==> src/rtl/fp_adder_sequencer.sv <==
// Round-robin front end that lets NUM_REQ parallel-word requesters share one
// bit-serial FP adder: load operands LSB first, wait for the result, read it back.
module fp_adder_sequencer #(
    parameter int NUM_REQ = 2,
    parameter int TIMEOUT = 255
) (
    input  logic                   clk_in,
    input  logic                   rst_in,
    input  logic [NUM_REQ-1:0]     req_valid,
    output logic [NUM_REQ-1:0]     req_ready,
    input  logic [NUM_REQ*32-1:0]  req_a,
    input  logic [NUM_REQ*32-1:0]  req_b,
    input  logic [NUM_REQ*32-1:0]  req_c,
    input  logic [NUM_REQ*32-1:0]  req_d,
    input  logic [NUM_REQ*8-1:0]   req_setup,
    output logic                   resp_valid,
    output logic [2:0]             resp_id,
    output logic [31:0]            resp_data,
    output logic                   resp_error,
    output logic                   busy,
    output logic                   adder_serial1,
    output logic                   adder_serial2,
    output logic                   adder_serial3,
    output logic                   adder_serial4,
    output logic                   adder_wr,
    output logic                   adder_setup_serial,
    input  logic                   adder_input_rdy,
    input  logic                   adder_output_rdy,
    output logic                   adder_output_read,
    input  logic                   adder_serial_out
);

    typedef enum logic [2:0] {S_IDLE, S_LOAD, S_WAIT, S_GAP, S_READ, S_RESP} state_t;

    state_t             state_q, state_d;
    logic [7:0]         cnt_q, cnt_d;
    logic [2:0]         ptr_q, ptr_d;
    logic [2:0]         id_q, id_d;
    logic [31:0]        a_q, a_d, b_q, b_d, c_q, c_d, d_q, d_d;
    logic [7:0]         setup_q, setup_d;
    logic [31:0]        result_q, result_d;
    logic [NUM_REQ-1:0] req_ready_q, req_ready_d;
    logic               resp_valid_q, resp_valid_d;
    logic [2:0]         resp_id_q, resp_id_d;
    logic [31:0]        resp_data_q, resp_data_d;
    logic               resp_error_q, resp_error_d;

    // Requester slots padded to 8 so a 3-bit index addresses them exactly.
    logic [7:0]  valid_ext;
    logic [31:0] a_arr [8];
    logic [31:0] b_arr [8];
    logic [31:0] c_arr [8];
    logic [31:0] d_arr [8];
    logic [7:0]  setup_arr [8];

    generate
        for (genvar gi = 0; gi < 8; gi++) begin : g_slot
            if (gi < NUM_REQ) begin : g_used
                assign valid_ext[gi] = req_valid[gi];
                assign a_arr[gi]     = req_a[gi*32 +: 32];
                assign b_arr[gi]     = req_b[gi*32 +: 32];
                assign c_arr[gi]     = req_c[gi*32 +: 32];
                assign d_arr[gi]     = req_d[gi*32 +: 32];
                assign setup_arr[gi] = req_setup[gi*8 +: 8];
            end else begin : g_unused
                assign valid_ext[gi] = 1'b0;
                assign a_arr[gi]     = '0;
                assign b_arr[gi]     = '0;
                assign c_arr[gi]     = '0;
                assign d_arr[gi]     = '0;
                assign setup_arr[gi] = '0;
            end
        end
    endgenerate

    logic       grant_found;
    logic [2:0] grant_idx;

    // First valid requester strictly after the last one served.
    always_comb begin
        int cand;
        cand        = 0;
        grant_found = 1'b0;
        grant_idx   = 3'd0;
        for (int off = 1; off <= NUM_REQ; off++) begin
            cand = int'(ptr_q) + off;
            if (cand >= NUM_REQ) cand = cand - NUM_REQ;
            if (!grant_found && valid_ext[3'(cand)]) begin
                grant_found = 1'b1;
                grant_idx   = 3'(cand);
            end
        end
    end

    always_ff @(posedge clk_in or negedge rst_in) begin
        if (!rst_in) begin
            state_q      <= S_IDLE;
            cnt_q        <= '0;
            ptr_q        <= 3'(NUM_REQ - 1);
            id_q         <= '0;
            a_q          <= '0;
            b_q          <= '0;
            c_q          <= '0;
            d_q          <= '0;
            setup_q      <= '0;
            result_q     <= '0;
            req_ready_q  <= '0;
            resp_valid_q <= 1'b0;
            resp_id_q    <= '0;
            resp_data_q  <= '0;
            resp_error_q <= 1'b0;
        end else begin
            state_q      <= state_d;
            cnt_q        <= cnt_d;
            ptr_q        <= ptr_d;
            id_q         <= id_d;
            a_q          <= a_d;
            b_q          <= b_d;
            c_q          <= c_d;
            d_q          <= d_d;
            setup_q      <= setup_d;
            result_q     <= result_d;
            req_ready_q  <= req_ready_d;
            resp_valid_q <= resp_valid_d;
            resp_id_q    <= resp_id_d;
            resp_data_q  <= resp_data_d;
            resp_error_q <= resp_error_d;
        end
    end

    always_comb begin
        state_d      = state_q;
        cnt_d        = cnt_q;
        ptr_d        = ptr_q;
        id_d         = id_q;
        a_d          = a_q;
        b_d          = b_q;
        c_d          = c_q;
        d_d          = d_q;
        setup_d      = setup_q;
        result_d     = result_q;
        req_ready_d  = '0;
        resp_valid_d = 1'b0;
        resp_id_d    = resp_id_q;
        resp_data_d  = resp_data_q;
        resp_error_d = resp_error_q;
        case (state_q)
            S_IDLE: begin
                if (adder_input_rdy && grant_found) begin
                    a_d     = a_arr[grant_idx];
                    b_d     = b_arr[grant_idx];
                    c_d     = c_arr[grant_idx];
                    d_d     = d_arr[grant_idx];
                    setup_d = setup_arr[grant_idx];
                    id_d    = grant_idx;
                    ptr_d   = grant_idx;
                    cnt_d   = '0;
                    state_d = S_LOAD;
                    for (int k = 0; k < NUM_REQ; k++) begin
                        req_ready_d[k] = (3'(k) == grant_idx);
                    end
                end
            end
            S_LOAD: begin
                cnt_d = cnt_q + 8'd1;
                if (cnt_q == 8'd31) begin
                    cnt_d   = '0;
                    state_d = S_WAIT;
                end
            end
            S_WAIT: begin
                cnt_d = cnt_q + 8'd1;
                if (adder_output_rdy) begin
                    cnt_d   = '0;
                    state_d = S_GAP;
                end else if (cnt_q == 8'(TIMEOUT - 1)) begin
                    cnt_d        = '0;
                    resp_valid_d = 1'b1;
                    resp_id_d    = id_q;
                    resp_data_d  = '0;
                    resp_error_d = 1'b1;
                    state_d      = S_IDLE;
                end
            end
            S_GAP: begin
                cnt_d   = '0;
                state_d = S_READ;
            end
            S_READ: begin
                // Result arrives LSB first, so shift in from the top.
                result_d = {adder_serial_out, result_q[31:1]};
                cnt_d    = cnt_q + 8'd1;
                if (cnt_q == 8'd31) begin
                    cnt_d        = '0;
                    resp_valid_d = 1'b1;
                    resp_id_d    = id_q;
                    resp_data_d  = result_d;
                    resp_error_d = 1'b0;
                    state_d      = S_RESP;
                end
            end
            S_RESP: begin
                state_d = S_IDLE;
            end
            default: begin
                state_d = S_IDLE;
            end
        endcase
    end

    always_comb begin
        adder_wr           = 1'b0;
        adder_serial1      = 1'b0;
        adder_serial2      = 1'b0;
        adder_serial3      = 1'b0;
        adder_serial4      = 1'b0;
        adder_setup_serial = 1'b0;
        adder_output_read  = 1'b0;
        busy               = (state_q != S_IDLE);
        case (state_q)
            S_LOAD: begin
                adder_wr      = 1'b1;
                adder_serial1 = d_q[cnt_q[4:0]];
                adder_serial2 = c_q[cnt_q[4:0]];
                adder_serial3 = b_q[cnt_q[4:0]];
                adder_serial4 = a_q[cnt_q[4:0]];
                // Setup occupies the last eight load cycles only.
                if (cnt_q >= 8'd24) adder_setup_serial = setup_q[cnt_q[2:0]];
            end
            S_GAP, S_READ: begin
                adder_output_read = 1'b1;
            end
            default: ;
        endcase
    end

    assign req_ready  = req_ready_q;
    assign resp_valid = resp_valid_q;
    assign resp_id    = resp_id_q;
    assign resp_data  = resp_data_q;
    assign resp_error = resp_error_q;

endmodule

==> config.mk <==
export PLATFORM = sky130hd
export DESIGN_NAME = fp_adder_sequencer
export DESIGN_NICKNAME = d
export VERILOG_FILES = /design/src/rtl/fp_adder_sequencer.sv
export SDC_FILE = /design/constraint.sdc
export NUM_CORES = 1
export LEC_CHECK = 0
export ABC_AREA = 0
export ABC_CLOCK_PERIOD_IN_PS = 2600
export CORE_UTILIZATION = 30
export CTS_BUF_LIST = sky130_fd_sc_hd__clkbuf_4 sky130_fd_sc_hd__clkbuf_8 sky130_fd_sc_hd__clkbuf_16
export DETAILED_ROUTE_END_ITERATION = 8
export PLACE_DENSITY = 0.65
export SYNTH_ARGS = -nofsm -noshare
export SYNTH_HDL_FRONTEND = slang
export SYNTH_SLANG_ARGS = --single-unit
export TNS_END_PERCENT = 50
==> constraint.sdc <==
create_clock -name clk_in -period 2.6 [get_ports clk_in]
set_clock_uncertainty 0.15 [all_clocks]
set_input_delay 0.65 -clock clk_in [delete_from_list [all_inputs] [get_ports clk_in]]
set_output_delay 0.65 -clock clk_in [all_outputs]
set_load 0.005 [all_outputs]
## After elaboration in Yosys (flattened, before gate mapping)

Index checks and enable logic that the tools add are counted.

| word-level totals | value |
|---|---|
| bits in registers | 224 |
| input port bits | 279 |
| output and inout port bits | 47 |
| word-level logic and storage cells | 130 |

| operators by class | value |
|---|---|
| add/subtract/negate cells | 5 |
| $lt $le $gt $ge | 8 |
| equal/unequal tests | 13 |
| multiplexer cells | 74 |
| bitwise operators | 1 |
| reductions and logical operators | 14 |

Operators by type and width:

| operator | count |
|---|---|
| $bmux 32 s3 | 4 |
| $mux 32 | 11 |
| $pmux 32 s2 | 1 |
| $mux 8 | 6 |
| $mux 3 | 12 |
| $pmux 8 s4 | 1 |
| $mux 1 | 25 |
| $bmux 8 s3 | 1 |
| $bmux 1 s5 | 4 |
| $pmux 3 s5 | 1 |
| $lt 3x5->1 const B | 2 |
| $ne 2x2->1 const B | 5 |
| $bmux 1 s3 | 3 |
| $add 8x1->8 const B | 1 |
| $eq 8x5->1 const B | 1 |
| $eq 8x8->1 const B | 1 |
| $ge 4x2->1 const B | 2 |
| $ge 8x5->1 const B | 1 |
| $reduce_and 4->1 | 2 |
| $eq 3x2->1 const B | 2 |
| $logic_not 3->1 | 2 |
| $lt 5x6->1 const B | 1 |
| $pmux 3 s2 | 1 |
| $sub 3x2->3 const B | 2 |
| other kinds (18) | 23 |

## Depth between registers and ports, before layout

Gate-level depths: netlist (run 1).

| depth | value |
|---|---|
| depth in word-level cells | 14 |
| mapped depth | 12 |
| mapped depth without buffers | 7 |

## Worst setup path before layout (run 1)

No wires, ideal clock.

| timing path | value |
|---|---|
| kind | reg-to-reg |
| from | register ptr_q[0] |
| to | register a_q[15] |
| setup time | 0.126 ns |
| arrival time | 2.640 ns |
| required time | 2.324 ns |
| setup slack | -0.316 ns |
| cell stages (with the launch flop) | 12 |
| path buffers | 4 |
| period minus slack after synthesis | 2.916 ns |
| cells stage by stage | dfstp_2 > buf_2 > inv_1 > ha_1 > nor2b_1 > a32oi_2 > or2_2 > buf_4 > mux2i_4 > buf_2 > buf_2 > a221o_1 |

| on the way | value |
|---|---|
| longest elaborated chain between the ends | 14 |
| elaborated cells on any way between the ends | 26 |
| classes of those cells | add/sub: 4; order compare: 2; mux: 15; bitwise: 1; reduce/logical: 4 |

RTL lines:

| item | line | RTL |
|---|---|---|
| start, declared | 37 | `logic [2:0] ptr_q, ptr_d;` |
| start signal, assigned | 99 | `ptr_q <= 3'(NUM_REQ - 1);` |
| start signal, assigned | 115 | `ptr_q <= ptr_d;` |
| $add 3x1->4 | 86 | `cand = int'(ptr_q) + off;` |
| $ge 4x2->1 / $sub 3x2->3 (equally long branches) | 87 | `if (cand >= NUM_REQ) cand = cand - NUM_REQ;` |
| $mux 3 | 87 |  |
| $bmux 1 s3 | 88 | `if (!grant_found && valid_ext[3'(cand)]) begin` |
| $mux 1 (implied by the code) (2 in series) | 88 |  |
| $mux 1 | 88 |  |
| $logic_not 1->1 | 88 |  |
| $logic_and 1x1->1 | 88 |  |
| $mux 3 | 88 |  |
| $not 3->4 (implied by the code) | 150 | `a_d = a_arr[grant_idx];` |
| $bmux 32 s3 | 150 |  |
| $mux 32 (implied by the code) (2 in series) | 150 |  |
| end signal, assigned | 101 | `a_q <= '0;` |
| end signal, assigned | 117 | `a_q <= a_d;` |
| end, declared | 39 | `logic [31:0] a_q, a_d, b_q, b_d, c_q, c_d, d_q, d_d;` |

Parallel ways exist; a longest one is shown, timed or not. The select of a mux whose other input is x is not followed.
A chain may end at the register's enable or synchronous reset.

## Final worst setup path (run 1)

| timing path | value |
|---|---|
| from | register cnt_q[0] |
| to | output port adder_serial4 |

| on the way | value |
|---|---|
| longest elaborated chain between the ends | 3 |

RTL lines:

| item | line | RTL |
|---|---|---|
| start, declared | 36 | `logic [7:0] cnt_q, cnt_d;` |
| start signal, assigned | 114 | `cnt_q <= cnt_d;` |
| $bmux 1 s5 | 226 | `adder_serial4 = a_q[cnt_q[4:0]];` |
| $mux 1 (implied by the code) | 226 |  |
| $mux 1 | 220 | `case (state_q)` |
| end, declared | 24 | `output logic adder_serial4,` |

Every way passes these cells. The select of a mux whose other input is x is not followed.

==> flow_summary.toml, run 1 <==
[critical_path]
cp.arrival_ns = 2.42
rrSetupSlack_ns = -0.08
worstSetupEndpointType = "output pin"
critPathLaunchType = "flop"
worst_r2r_endpoint = "b_q[13]"
rr_worst_depth = 9
r2r-start = "ptr_q[0]"
worstPathRequired_ns = 1.80
cp_max_fo = 6
critical_path_class = "flop to output pin"

[clock_tree]
h-tree-depth = 1
root_buffer = "clkbuf_16"
cts_tree = "yes"
cts_num_sinks = 221
cts.clk_slew.worst_paths_ns = 0.06
ctsLongestPathBuffers = 3
clock_latency_ns = 0.54
cts_buffers = 26

[power]
power.leakage_nw = 7.372
power_mw = 17.38
power.density_mw_per_mm2 = 1028
ir_drop_uv = 529.5

[global_routing]
globalRouteMet3Util_pct = 3.121
antenna_found_initial = 1
gr-usage-met1_pct = 25.14
grt.total_usage_pct = 19.31
grt_max_degree = 77
grt.overflow.total = 0
grt_pass1_vias = 9651
grt_first_pass_wirelength_um = 54620
grt_busiest_layer = "met2"
grt_use_met2_pct = 33.29

[yosys]
syn_inst = 971
synth_edf_count = 0
syn_nets = 1258
synth-seq-cells = 221
yosysTopAreaCell = "dfrtp_1"
avgSynthCellArea_um2 = 11.08
synthTopCellsByArea = "dfrtp_1 (51%), a221o_1 (13%), and2_0 (7.3%)"
synth_cell_types = 53
syn_area_mm2 = 0.01076
yosysTopAreaCellShare_pct = 51.16
synth_most_common_cell = "dfrtp_1"
synth_warnings = 0
synth_common_cells = "dfrtp_1 (220), nand2_1 (150), a221o_1 (136)"
ys.flop_type = "dfrtp_1"
async_flop_share_pct = 100.0
seq_area_frac_synth_pct = 51.40

[drt]
avgViaCountPerCell = 5.105
dr_total_vias = 9485
wirelength_um = 37830
route.detailed.wl_per_inst_um = 20.36
ant_nets = 0
remaining_drc_errors = 0
firstDrtPassIters = 4
drt_iter0_drc = 563

[sta]
fin_crit_sh_pct = 123.8
rsz0062_at_grt = "yes"
relSlewSlack_pct = 56.20
hold_viol = 0
fin_ws_ns = -0.6193
worstMarginPinSlew_ns = 0.6545
period_minus_slack_ns = 3.219
fmax_mhz = 310.6
setup_viol = 126
maxSlewViolCount = 0

[floorplanning]
core_area_mm2 = 0.03540
initial_core_util_pct = 30.40
rows = 69
dieHeight_um = 191.4
pin_count = 326
fp.dieArea_mm2 = 0.03663
die_w_um = 191.4

[final_layout]
fin_area_mm2 = 0.01691
nFillCells = 3230
area_delta_synth_final_pct = 57.11
final_net_count = 1665
drive_gt1_share_pct = 17.98

[job]
cap_violations = 0

[run_status]
status = "complete, but fails checks"
violations = "negative setup slack"

[min_path]
hold_class = "flop to flop"
worst_hold_path.num_cells = 2
min_from = "result_q[7]"
min_to = "result_q[7]"

[place]
dpl.hpwl_um = 26240
gp_congestion = 0.7992
port_buffers = 325
dpl_cell_area_mm2 = 0.01519
[stage by stage]
step | instances | hold WS [ns] | utilization (%) | setup TNS, ns | setup slack (ns)
floorplan | 971 | 0.2044 | - | -0.9805 | -0.03108
global placement | 1776 | 0.3078 | 42.91 | -71.62 | -0.5476
detailed placement | 1776 | 0.3118 | 42.91 | -77.49 | -0.5930
CTS | 1839 | 0.3262 | 46.42 | -3.181 | -0.6998
global route | 1858 | 0.3391 | 47.77 | -17.44 | -0.6944
finish | 1858 | 0.3247 | 47.77 | -6.211 | -0.6193
[metal layers]
metal	routed length (um)	vias up	share of wire, %
met1	15990	4687	42
met3	2236	51	5.9
li1	-	4389	-
met4	913	0	2.4
met5	0	-	0
met2	18690	358	49
[registers in the layout (all words and copies together) (netlist names)]
signal      flops
ptr_q           3
cnt_q           8
setup_q         8
d_q            32
resp_data      32
b_q            32
req_ready       2
resp_valid      1
c_q            32
result_q       31
a_q            32
resp_id         3
id_q            1
resp_error      1
state_q         3
[worst max path at each step]
stage / from / endpoint / slack [ns]
2_1_floorplan: ptr_q[0] / a_q[0] / -0.03
3_3_place_gp: adder_input_rdy / b_q[21] / -0.55
3_5_place_dp: adder_input_rdy / b_q[21] / -0.59
4_1_cts: cnt_q[0] / adder_serial4 / -0.70
5_1_grt: cnt_q[0] / adder_serial1 / -0.69
6_report: cnt_q[0] / adder_serial4 / -0.62
[area by class of cell]
| cell class | count | area [um^2] | share of cell area, % |
|---|---|---|---|
| diodes | 1 | 2.502 | 0.01480 |
| well taps | 461 | 576.8 | 3.412 |
| repair buffers | 460 | 4876 | 28.84 |
| flip-flops and latches | 221 | 5538 | 32.75 |
| multi-input cells | 658 | 4966 | 29.37 |
| clock buffers | 39 | 790.8 | 4.677 |
| inverters | 11 | 43.79 | 0.2590 |
| clock inverters | 7 | 113.9 | 0.6734 |
[kinds of logic after synthesis]
| kind of cell | share of synthesized area (%) |
|---|---|
| flip-flops | 51.40 |
| AO/OA/AOI/OAI | 18.50 |
| buffers and inverters | 4.627 |
| multiplexers | 7.348 |
| AND/OR/NAND/NOR | 16.79 |
| XOR/XNOR | 0.4069 |
| adder cells (fa/ha/maj) | 0.9302 |
[worst max-delay path, stage by stage, from the launching register on]
cell and delay, ns:
dfrtp_4 0.53, buf_12 0.16, buf_4 0.14, mux4_2 0.44
a22oi_2 0.21, a21oi_2 0.08, o21a_1 0.17, buf_2 0.14
[what timing repair did]
item                                   CTS  global route
cloned                                   2            14
setup buffers                           14             7
hold buffers                             1             0
setup endpoints to repair              141           148
gates resized for setup                 65            30
pin swaps                               14           117
endpoints found under the hold margin   46             0
[where the power goes]
group	total (mW)	internal, mW	leakage (nW)	switching [mW]
sequential	5.21	4.56	2.71	0.641
clock	3.84	2.39	0.457	1.45
combinational	8.33	4.55	4.21	3.78
[cells in the final DEF, fill, tap and decap left out, drive strengths merged, types with 2 or more instances in the layout]
cell type      netlist  layout
a211o                3       3
a21oi               10      10
a221o              136     136
a22oi               20      20
and2               143     143
buf                 40     128
bufinv               0       3
clkbuf              41      51
clkdlybuf4s50        0     315
clkinv               0       3
dfrtp              220     220
dlygate4sd2          0       2
ha                   8       8
inv                 11      12
mux2                 2       2
mux2i               35      35
mux4                18      18
nand2              150     150
nand2b               2       2
nand3                6       6
nand4                9       9
nor2                20      20
nor2b                6       6
nor3                 7       7
nor3b                3       3
o2111ai              2       2
o21a                 4       4
o21ai               45      45
o22ai                2       2
o2bb2ai              2       2
or4b                 2       2
xnor2                5       5
Note: power is estimated with default switching activity, not from simulation.
==> run 2: changes to the inputs <==
--- a/config.mk
+++ b/config.mk
@@ -9,6 +9,7 @@
 export ABC_CLOCK_PERIOD_IN_PS = 2600
 export CORE_UTILIZATION = 30
 export CTS_BUF_LIST = sky130_fd_sc_hd__clkbuf_4 sky130_fd_sc_hd__clkbuf_8 sky130_fd_sc_hd__clkbuf_16
+export CTS_CLUSTER_DIAMETER = 200
 export DETAILED_ROUTE_END_ITERATION = 8
 export PLACE_DENSITY = 0.65
 export SYNTH_ARGS = -nofsm -noshare
==> results of run 2 <==
No change in the layout: final DEF, timing and power equal those of run 1.
==> run 3: changes to the inputs <==
--- a/config.mk
+++ b/config.mk
@@ -6,12 +6,11 @@
 export NUM_CORES = 1
 export LEC_CHECK = 0
 export ABC_AREA = 0
-export ABC_CLOCK_PERIOD_IN_PS = 2600
-export CORE_UTILIZATION = 30
+export CORE_UTILIZATION = 48
 export CTS_BUF_LIST = sky130_fd_sc_hd__clkbuf_4 sky130_fd_sc_hd__clkbuf_8 sky130_fd_sc_hd__clkbuf_16
 export CTS_CLUSTER_DIAMETER = 200
 export DETAILED_ROUTE_END_ITERATION = 8
-export PLACE_DENSITY = 0.65
+export PLACE_DENSITY = 0.9
 export SYNTH_ARGS = -nofsm -noshare
 export SYNTH_HDL_FRONTEND = slang
 export SYNTH_SLANG_ARGS = --single-unit
==> constraint.sdc (replaced) <==
create_clock -name clk_in -period 3.5 [get_ports clk_in]
set_clock_uncertainty 0.15 [all_clocks]
set_input_delay 0.875 -clock clk_in [delete_from_list [all_inputs] [get_ports clk_in]]
set_output_delay 0.875 -clock clk_in [all_outputs]
set_load 0.005 [all_outputs]
==> run 3 against run 2 <==
Against the previous run:
- the flow now finishes without violations
- non-clock buffer count decreased by 95
- critical path depth unchanged
- final cell count decreased by 15%
- worst hold slack got worse by 0.12 ns
- register-to-register slack improved by 0.29 ns
- count of clock-buffer cells in the layout decreased by 7
- core utilization increased by 22 points
- cell area decreased by 9.1%
- die area decreased by 37%
- setup slack improved by 0.68 ns
- global-route usage increased by 10 points
- sequential share of layout area increased by 3.3 points
==> flow_summary.toml, run 3 (synthesized netlist as in run 1, its figures left out) <==
[sta]
fmax_mhz = 290.5
relSlewSlack_pct = 35.51
setup_viol = 0
worstMarginPinSlew_ns = 0.9673
maxSlewViolCount = 0
fin_crit_sh_pct = 98.37
rsz0062_at_grt = "no"
hold_viol = 0
period_minus_slack_ns = 3.443

[drt]
wirelength_um = 33910
remaining_drc_errors = 0
route.detailed.wl_per_inst_um = 21.41
dr_total_vias = 9505
drt_iter0_drc = 554
avgViaCountPerCell = 6.001
ant_nets = 0
firstDrtPassIters = 5

[power]
power_mw = 11.73
power.density_mw_per_mm2 = 762.7
ir_drop_uv = 494.4
power.leakage_nw = 6.687

[run_status]
status = "finished clean"

[min_path]
hold_class = "input port to asynchronous set/reset pin"

[clock_tree]
h-tree-depth = 1
cts_num_sinks = 221
ctsLongestPathBuffers = 3
postCtsHoldBufs = 0
cts.clk_slew.worst_paths_ns = 0.06
cts_tree = "yes"
cts_buffers = 24
clock_latency_ns = 0.52
root_buffer = "clkbuf_16"

[job]
cap_violations = 0

[critical_path]
cp.arrival_ns = 2.42
worstSetupEndpointType = "output pin"
cp_max_fo = 5
worstPathRequired_ns = 2.47
critical_path_class = "flop to output pin"
critPathLaunchType = "flop"

[place]
port_buffers = 325
dpl_cell_area_mm2 = 0.01434
placedCellCount = 1528
gp_congestion = 0.8773
dpl.hpwl_um = 23650

[final_layout]
layout_common_cells = "clkdlybuf4s50_1 (319), dfrtp_1 (219), nand2_1 (150)"
final_net_count = 1568
instances_no_fill = 1584
area_delta_synth_final_pct = 42.86
multi_input_area_mm2 = 0.004816
fin_area_mm2 = 0.01537
register_area_mm2 = 0.005535
utilization_pct = 70.23
drive_gt1_share_pct = 10.26
nFillCells = 1476
layout_commonest_cell = "clkdlybuf4s50_1"

[floorplanning]
dieHeight_um = 151.7
fp.dieArea_mm2 = 0.02302
initial_core_util_pct = 49.16
die_w_um = 151.7
pin_count = 326
core_area_mm2 = 0.02189
rows = 54

[global_routing]
grt.overflow.total = 0
grt.total_usage_pct = 29.38
antenna_found_initial = 8
grt_max_degree = 139
grt_pass1_vias = 9839
grt_first_pass_wirelength_um = 51540
run 3: cell count changes in the layout (fill, tap and decap cells not counted), sizes merged:
cell / change
clkinvlp: +1
dlymetal6s2s: -1
dlygate4sd2: -1
inv: -1
clkdlybuf4s15: -1
buf: -87
dlygate4sd3: -1
clkbuf: -15
clkdlybuf4s50: +4
bufinv: +2
diode: +7
run 3: worst max-delay path, cell delays in order, from the launching register on:
cell,delay (ns)
dfrtp_4,0.51
buf_12,0.15
buf_12,0.13
mux4_2,0.46
a22oi_2,0.24
a21oi_1,0.10
o21a_1,0.19
clkbuf_2,0.12
run 3: path summary, 6_finish.rpt:
path / startpoint / to / slack (ns) / depth (start not counted)
worst max register to register: ptr_q[0] / b_q[25] / 0.21 / 8
max in group asynchronous: rst_in / result_q[6] / 2.18 / 2
worst max-delay path: cnt_q[0] / adder_serial3 / 0.06 / 7
worst min register to register: result_q[23] / result_q[23] / 0.33 / 2
worst min-delay path: rst_in / resp_valid / 0.20 / 1
min in group clk_in: result_q[23] / result_q[23] / 0.33 / 2
run 3: cell type report:
class | instances | share of cell area, %
diodes | 8 | 0.1302
repair buffers | 365 | 24.42
well taps | 280 | 2.279
multi-input cells | 658 | 31.33
inverters | 11 | 0.2686
clock buffers | 32 | 4.452
clock inverters | 9 | 1.123
flip-flops and latches | 221 | 36.01
run 3: through the flow:
step,TNS [ns],hold WS [ns],setup WS [ns]
after floorplan,0,0.2957,0.5843
after global placement,0,0.3074,0.1092
after detailed placement,0,0.3146,0.03833
after CTS,-0.05737,0.2135,-0.02967
after global routing,0,0.2394,0.003792
final,0,0.2029,0.05719
run 3: power by group:
part | total [mW] | internal, mW | switching [mW]
Clock | 2.76 | 1.73 | 1.02
Combinational | 5.03 | 2.59 | 2.44
Sequential | 3.93 | 3.39 | 0.545
run 3: routing by layer:
metal	wire (um)	global-route usage (%)	part of all wire [%]	up-vias
li1	-	-	-	4200
met3	2576	5.808	7.6	120
met5	0	0	0	-
met4	1809	15.89	5.3	0
met2	17080	50.00	50	524
met1	12450	34.97	37	4661
run 3: timing repair:
action | CTS | global route
resized for setup | 20 | 16
pin swaps | 3 | 4
buffers inserted | 6 | 0
gates cloned | 0 | 1
endpoints found under the hold margin | 0 | 0
setup endpoints to repair | 5 | 4
